### src/rtl/pipelined_write_sched.sv
// pipelined_write_sched: round-robin scheduler serializing pipelined writes onto one lane
// Optional even-parity output wr_par enabled by defining PIPELINED_WRITE_SCHED_PARITY_EN.
module pipelined_write_sched #(
    parameter int NUM_REQ       = 4,
    parameter int MAX_WR_CYCLES = 4,
    parameter int WR_WIDTH      = 8
) (
    input  logic                                    clk,
    input  logic                                    rst,
    input  logic [NUM_REQ-1:0]                      req_vld,
    input  logic [NUM_REQ*5*(WR_WIDTH+2)-1:0]       req_wr,
    output logic [NUM_REQ-1:0]                      req_rdy,
    output logic                                    wr_vld,
    output logic [WR_WIDTH+1:0]                     wr_bus,
    input  logic                                    wr_stall,
    output logic [NUM_REQ-1:0]                      wdone,
`ifdef PIPELINED_WRITE_SCHED_PARITY_EN
    output logic                                    wr_par,
`endif
    output logic                                    busy
);
    localparam int BW = WR_WIDTH + 2;
    localparam int PW = 5 * BW;
    localparam int IW = (NUM_REQ > 1) ? $clog2(NUM_REQ) : 1;

    typedef enum logic [1:0] {WT_STD = 2'd0, WT_MULTI = 2'd1, WT_SINGLE = 2'd2, WT_ILLEGAL = 2'd3} write_type_e;
    typedef enum logic [1:0] {CT_IDLE = 2'd0, CT_VALID = 2'd1, CT_DONE = 2'd2, CT_RSVD = 2'd3} cycle_type_e;
    typedef struct packed {
        logic              vld;
        write_type_e       write_type;
        logic [1:0]        num_cycles;
        logic [BW-6:0]     addr;
    } write_cmd_t;
    typedef struct packed {
        cycle_type_e       cycle_type;
        logic [WR_WIDTH-1:0] dat;
    } write_data_t;
    typedef struct packed {
        write_cmd_t        cmd;
        write_data_t [3:0] dat;
    } pipelined_write_t;
    typedef enum logic [1:0] {IDLE, CMD, DATA} state_e;

    state_e           state_q, state_d;
    pipelined_write_t wr_q, wr_d;
    logic [IW-1:0]    owner_q, owner_d, rr_ptr_q, rr_ptr_d, win;
    logic [1:0]       beat_q, beat_d;
    logic             wr_vld_q, wr_vld_d;
    logic [BW-1:0]    wr_bus_q, wr_bus_d;
    logic [NUM_REQ-1:0] wdone_q, wdone_d;
    logic             any, acc, last;
    logic [2:0]       n;
    pipelined_write_t grant_wr;
    write_cmd_t       gcmd;

    // Data beat with its cycle_type rewritten to VALID, or DONE on the final beat.
    function automatic write_data_t beat_word(input pipelined_write_t w, input logic [1:0] b, input logic l);
        return write_data_t'{cycle_type: l ? CT_DONE : CT_VALID, dat: w.dat[b].dat};
    endfunction

    // Round-robin pick: first requesting index at or after rr_ptr, wrapping.
    always_comb begin
        win = '0;
        any = |req_vld;
        for (int k = NUM_REQ - 1; k >= 0; k--)
            if (req_vld[(int'(rr_ptr_q) + k) % NUM_REQ]) win = IW'((int'(rr_ptr_q) + k) % NUM_REQ);
    end

    assign acc      = wr_vld_q & ~wr_stall;
    assign n        = (wr_q.cmd.num_cycles == 2'd0) ? 3'(MAX_WR_CYCLES) : {1'b0, wr_q.cmd.num_cycles};
    assign last     = ({1'b0, beat_q} == n - 3'd1);
    assign grant_wr = pipelined_write_t'(req_wr[int'(win) * PW +: PW]);
    assign req_rdy  = (state_q == IDLE && any && !rst) ? NUM_REQ'(1) << win : '0;

    // Next-state and lane/wdone updates for the grant -> cmd -> data sequence.
    always_comb begin
        state_d  = state_q;
        wr_d     = wr_q;
        owner_d  = owner_q;
        rr_ptr_d = rr_ptr_q;
        beat_d   = beat_q;
        wr_vld_d = wr_vld_q;
        wr_bus_d = wr_bus_q;
        wdone_d  = '0;
        gcmd     = grant_wr.cmd;
        gcmd.vld = 1'b1;
        case (state_q)
            IDLE: if (any) begin
                state_d  = CMD;
                wr_d     = grant_wr;
                owner_d  = win;
                rr_ptr_d = IW'((int'(win) + 1) % NUM_REQ);
                wr_vld_d = 1'b1;
                wr_bus_d = gcmd;
            end
            CMD: if (acc) begin
                state_d  = DATA;
                beat_d   = 2'd0;
                wr_bus_d = beat_word(wr_q, 2'd0, n == 3'd1);
            end
            DATA: if (acc) begin
                wdone_d  = (wr_q.cmd.write_type == WT_MULTI || (wr_q.cmd.write_type == WT_SINGLE && last))
                           ? NUM_REQ'(1) << owner_q : '0;
                state_d  = last ? IDLE : DATA;
                beat_d   = beat_q + 2'd1;
                wr_vld_d = !last;
                wr_bus_d = last ? '0 : beat_word(wr_q, beat_q + 2'd1, {1'b0, beat_q} + 3'd1 == n - 3'd1);
            end
            default: state_d = IDLE;
        endcase
    end

    // State registers; reset drops any in-flight write immediately.
    always_ff @(posedge clk or posedge rst) begin
        if (rst) begin
            state_q  <= IDLE;
            wr_q     <= '0;
            owner_q  <= '0;
            rr_ptr_q <= '0;
            beat_q   <= '0;
            wr_vld_q <= 1'b0;
            wr_bus_q <= '0;
            wdone_q  <= '0;
        end else begin
            state_q  <= state_d;
            wr_q     <= wr_d;
            owner_q  <= owner_d;
            rr_ptr_q <= rr_ptr_d;
            beat_q   <= beat_d;
            wr_vld_q <= wr_vld_d;
            wr_bus_q <= wr_bus_d;
            wdone_q  <= wdone_d;
        end
    end

    assign wr_vld = wr_vld_q;
    assign wr_bus = wr_bus_q;
    assign wdone  = wdone_q;
    assign busy   = state_q != IDLE;
`ifdef PIPELINED_WRITE_SCHED_PARITY_EN
    assign wr_par = ^wr_bus_q;
`endif
endmodule

### config.mk
export PLATFORM = sky130hd
export DESIGN_NAME = pipelined_write_sched
export DESIGN_NICKNAME = d
export VERILOG_FILES = /design/src/rtl/pipelined_write_sched.sv
export SDC_FILE = /design/constraint.sdc
export NUM_CORES = 1
export LEC_CHECK = 0
export CORE_AREA = 10 10 112 134
export CTS_CLUSTER_DIAMETER = 50
export DETAILED_ROUTE_END_ITERATION = 16
export DIE_AREA = 0 0 122 144
export PLACE_DENSITY_LB_ADDON = 0.08
export SETUP_SLACK_MARGIN = 0.05
export SLEW_MARGIN = 5
export SYNTH_ARGS = -nofsm -noshare
export SYNTH_HDL_FRONTEND = slang
export SYNTH_SLANG_ARGS = --single-unit
### constraint.sdc
create_clock -name clk -period 2.1 [get_ports clk]
set_input_delay 0.315 -clock clk [delete_from_list [all_inputs] [get_ports clk]]
set_output_delay 0.315 -clock clk [all_outputs]
set_load 0.01 [all_outputs]
Word level (Yosys, flattened, before mapping)
Cells that the tools add are included.
{ "classes": {"mux": 40, "mul": 1, "bitwise_logic": 5, "shift": 3, "magnitude_cmp": 5, "n_reduce_logical": 21, "eq_ne": 10, "n_addsub": 7} }
{ "op_table": {"columns": ["op", "count"], "rows": [
  ["200-bit by 9-bit variable part select with 49-bit output", 1],
  ["10-bit 2-to-1 mux", 4],
  ["10-bit case mux with 3 select lines", 1],
  ["2-bit 2-to-1 mux", 12],
  ["10-bit binary-select mux with 2-bit select", 1],
  ["4-bit 2-to-1 mux", 4],
  ["3-bit by 4-bit < comparator with 1-bit output, second input constant", 3],
  ["1-bit 2-to-1 mux", 9],
  ["3-bit AND reduction", 3],
  ["1-bit binary-select mux with 2-bit select", 4],
  ["8-bit 2-to-1 mux", 1],
  ["1-bit by 2-bit << shifter with 4-bit output, first input constant", 2],
  ["2-bit by 5-bit multiplier with 7-bit output, second input constant", 1],
  ["2-bit by 1-bit adder with 2-bit output, second input constant", 3],
  ["2-bit by 3-bit < comparator with 1-bit output, second input constant", 2],
  ["2-bit inequality test, second input constant", 3],
  ["2-bit case mux with 3 select lines", 1],
  ["2-bit nonzero test", 3],
  ["2-bit OR reduction", 3],
  ["2-bit adder, second input constant", 2],
  ["2-bit by 1-bit equality test with 1-bit output, second input constant", 2],
  ["2-bit equality test, second input constant", 2],
  ["2-bit zero test", 2],
  ["2-bit case mux with 2 select lines", 1],
  ["17 further kinds", 22]
]} }
{ "totals": {"elab_cells": 109, "input_bits": 207, "out_inout_bits": 20, "ff_bits": 67} }

Longest topological paths before layout
{ "logic_depth": {"ltp_word": 14, "ltp_mapped": 8} }

Least setup slack after synthesis
Ideal clock, no wire load.
{ "synth_path": {"kind": "input port to output port", "startpoint": "input port rst", "endpoint": "output port req_rdy[1]", "arrival_ns": 1.964, "n_path_buf": 0, "path_slack_ns": -0.179, "required_time_ns": 1.785, "stages": 2, "cell_sequence": "inv_1 > and3_1"} }
{ "synth_via": {"elab_chain_cells": 3} }
{ "synth_lines": {"columns": ["item", "line", "text"], "rows": [
  ["from (decl)", "9", "input logic rst,"],
  ["1-bit zero test (no source line)", null, null],
  ["1-bit logical AND", "73", "assign req_rdy = (state_q == IDLE && any && !rst) ? NUM_REQ'(1) << win : '0;"],
  ["4-bit 2-to-1 mux", "73", null],
  ["to (decl)", "12", "output logic [NUM_REQ-1:0] req_rdy,"]
]} }
No other way between the ends.

Final worst setup path
{ "layout_path": {"startpoint": "register rr_ptr_q[0]", "endpoint": "output port req_rdy[1]"} }
{ "layout_via": {"elab_chain_cells": 10} }
{ "layout_lines": {"columns": ["item", "line", "text"], "rows": [
  ["from (decl)", "46", "logic [IW-1:0] owner_q, owner_d, rr_ptr_q, rr_ptr_d, win;"],
  ["from (signal assigned)", "128", "rr_ptr_q <= rr_ptr_d;"],
  ["2-bit adder", "66", "if (req_vld[(int'(rr_ptr_q) + k) % NUM_REQ]) win = IW'((int'(rr_ptr_q) + k) % NUM_REQ);"],
  ["1-bit binary-select mux with 2-bit select", "66", null],
  ["1-bit 2-to-1 mux (implied by the code) (2 in series)", "66", null],
  ["2-bit 2-to-1 mux (3 in series)", "66", null],
  ["2-bit 2-to-1 mux *", "66", null],
  ["1-bit by 2-bit << shifter with 4-bit output *", "73", null],
  ["4-bit 2-to-1 mux *", "73", null]
]} }
Every way passes the cells marked *; elsewhere a longest branch is shown, timed or not. The select of a mux whose other input is x is not followed.

==> results.toml <==
[run_status]
status = "complete, but fails checks"
violations = "negative setup slack"

[global_routing]
global_route.overflow_total = 0
grt_usage_pct = 18.99
grt_first_pass_wirelength_mm = 26.57
grt_pass1_vias = 5000
grt_max_degree = 70
grt_antenna_before_repair = 0

[power_and_ir_drop]
report.power.total_w = 0.01096
leakage_nw = 3.295
worst_ir_drop_vdd_mv = 0.5961
power_density_mw_per_mm2 = 1393

[hold_path]
hold_path_class = "in -> async"

[clock_network]
hold_bufs_inserted_after_cts = 0
clk_pin_slew_worst_paths_ns = 0.06
cts_root_buf = "clkbuf_16"
cts.htree.levels = 3
insertion_delay_ns = 0.33
cts_made_buffers = 9
clk_path_buf_depth = 2
cts_tree = "built"
clock_sinks = 59

[critical_path]
worst_path_required_ns = 1.78
worstSetupPathType = "reg -> out"
critical_path_peak_fanout = 3
timing.critical_path.arrival_ns = 1.89
critical_path.endpoint_type = "output pin"
worst_setup_path_start_kind = "register"

[floorplan]
initial_utilization_pct = 35.69
pin_count = 227
design.core.area_mm2 = 0.01244
die_extent_in_x_um = 122
num_rows = 45
fp.dieH_um = 144
die_area_mm2 = 0.01757

[layout]
layout-area-overhead-vs-synth_pct = 77.23
ff_latch_area_mm2 = 0.001479
final_layout_size_suffix_gt1_share_pct = 23.19
final_non_filler_cells = 897
fill_cells = 1074
antenna-diode-count = 0
mostFrequentLayoutCells = "clkdlybuf4s50_1, dfrtp_1, nand2_1, buf_4"
area_of_the_multi_input_gates_mm2 = 0.003179
final_common_cell = "clkdlybuf4s50_1"
nets = 947

[placement]
globalplace.congestion = 0.8179
numPortBuffers = 190
hpwl_mm = 12.65
post-place-cells = 861

[flow_run]
cap_violations = 0

[sta]
layout_min_cycle_time_ns = 2.207
grt_setup_unrepaired = "yes"
setup_viol = 4
fin_crit_sh_pct = 105.1
drv_slew = 0
worst_pin_slew_ns = 0.7723
timing.fmax_mhz = 453.1
timing.final.hold_violations = 0
max_slew_margin_pct = 48.52
finalClockSkew_ns = 0.008462
setup_slack_ns = -0.1069

[detailed_routing]
viasPerCell = 5.283
post_drt_wl_per_cell_um = 19.28
detail_route.first_pass.iterations = 4
drc_violations_left = 0
detail-route-antenna-nets = 0
drt_iter0_drc = 177
routed_wirelength_mm = 17.29
dr_total_vias = 4739

[yosys]
avgSynthCellArea_um2 = 9.044
postSynthCellCount = 491
postSynthRegisterBits = 59
number_of_enable_type_register_cells_in_the_synthesized_netlist = 0
ys_warn_count = 0
synthDistinctLibCells = 49
synth.yosys.seq_area_share_pct = 33.25
ys_dominant_reg_cell = "dfrtp_1"
mappedNetlistArea_mm2 = 0.004441
ys_async_rst_share_pct = 100.0
mapped_nets = 710
[cells in the mapped netlist, types with 5 or more instances]
cell	instances	area, um2
clkbuf_1	26	97.59
nor3b_1	7	52.55
dfrtp_1	59	1476
mux2i_1	42	420.4
nand2_1	58	217.7
a21oi_1	12	60.06
mux4_2	8	180.2
nor2b_1	14	87.58
ha_1	12	150.1
a311oi_1	5	43.79
buf_2	8	40.04
a21boi_0	33	247.7
o21ai_1	10	50.05
nor2_1	11	41.29
a2111oi_0	8	70.07
nand2b_1	10	62.56
inv_1	16	60.06
o21ai_0	29	145.1
and3_1	40	250.2
o211ai_1	40	300.3
[cells by family (layout without fill, tap and decap cells)]
group	after synthesis	count (layout)	synth area share (%)
adders and majority gates	12	12	3.381
muxes	51	51	13.78
and+or+nand+nor	153	153	18.91
xor gates and xnor gates	3	3	0.5918
DFF	59	59	33.25
AOI/OAI and AO/OA	157	157	24.63
buffers and inverters	56	298	5.466
[critical path: stages, from the launching register on]
cell and delay (ns):
dfrtp_2 0.46, nor2b_4 0.20, nor4b_4 0.07, or2_4 0.25
buf_6 0.13, ha_2 0.17, and3_4 0.16, buf_6 0.11
[power breakdown]
part	total (W)	internal (W)	leakage [nW]	switching, W
clock network	0.00159	0.00107	0.157	0.000517
registers	0.00212	0.00170	0.729	0.000425
logic	0.00725	0.00373	2.41	0.00352
[timing repair]
item	in CTS	in global routing
pin swaps	18	13
endpoints found under the setup margin	39	24
buffers inserted	15	3
resized for setup	104	37
cloned	2	0
hold endpoints to repair	0	0
[metal layers]
metal	global-route usage (%)	wire length, um
met1	22.10	6817
met2	32.58	8762
met3	5.187	1402
met4	6.725	312
met5	0	0
[stage by stage]
stage          area (um2)  TNS (ns)  hold slack [ns]  utilization, %  setup WS, ns
4_1_cts              7636   -0.2224           0.2687           61.37      -0.06877
3_3_place_gp         6850    -16.04           0.4832           55.05       -0.7233
6_report             7870   -0.3421           0.2606           63.25       -0.1069
5_1_grt              7870   -0.8570           0.2891           63.25       -0.1340
2_1_floorplan        4462         0           0.4252               -       0.06745
3_5_place_dp         6850    -19.36           0.4859           55.05       -0.7564
[area by class of cell]
type	instances	area share [%]
Inverter	18	1.002
Clock inverter	4	0.9380
Timing Repair Buffer	264	33.13
Multi-Input combinational cell	376	40.40
Sequential cell	59	18.79
Clock buffer	12	3.132
Tap cell	164	2.607
[flip-flops by register name, summed over array words and instances, names as in the netlist]
| signal | flops |
|---|---|
| wdone | 4 |
| rr_ptr_q | 2 |
| owner_q | 2 |
| wr_bus | 10 |
| state_q | 2 |
| wr_vld | 1 |
| beat_q | 2 |
| wr_q | 36 |
[final timing paths]
kind | startpoint | to | slack [ns] | depth (start not counted)
max reg2reg | state_q[1]$_DFFE_PP0P_ | wr_bus[2]$_DFFE_PP0P_ | 0.01 | 12
min reg2reg | wr_q[35]$_DFFE_PP0P_ | wr_q[35]$_DFFE_PP0P_ | 0.50 | 2
max | rr_ptr_q[0]$_DFFE_PP0P_ | req_rdy[1] | -0.11 | 7
max in group asynchronous | rst | rr_ptr_q[1]$_DFFE_PP0P_ | 0.87 | 3
min in group clk | wr_q[35]$_DFFE_PP0P_ | wr_q[35]$_DFFE_PP0P_ | 0.50 | 2
min | rst | wr_bus[2]$_DFFE_PP0P_ | 0.26 | 2
(Power assumes the default switching activity.)
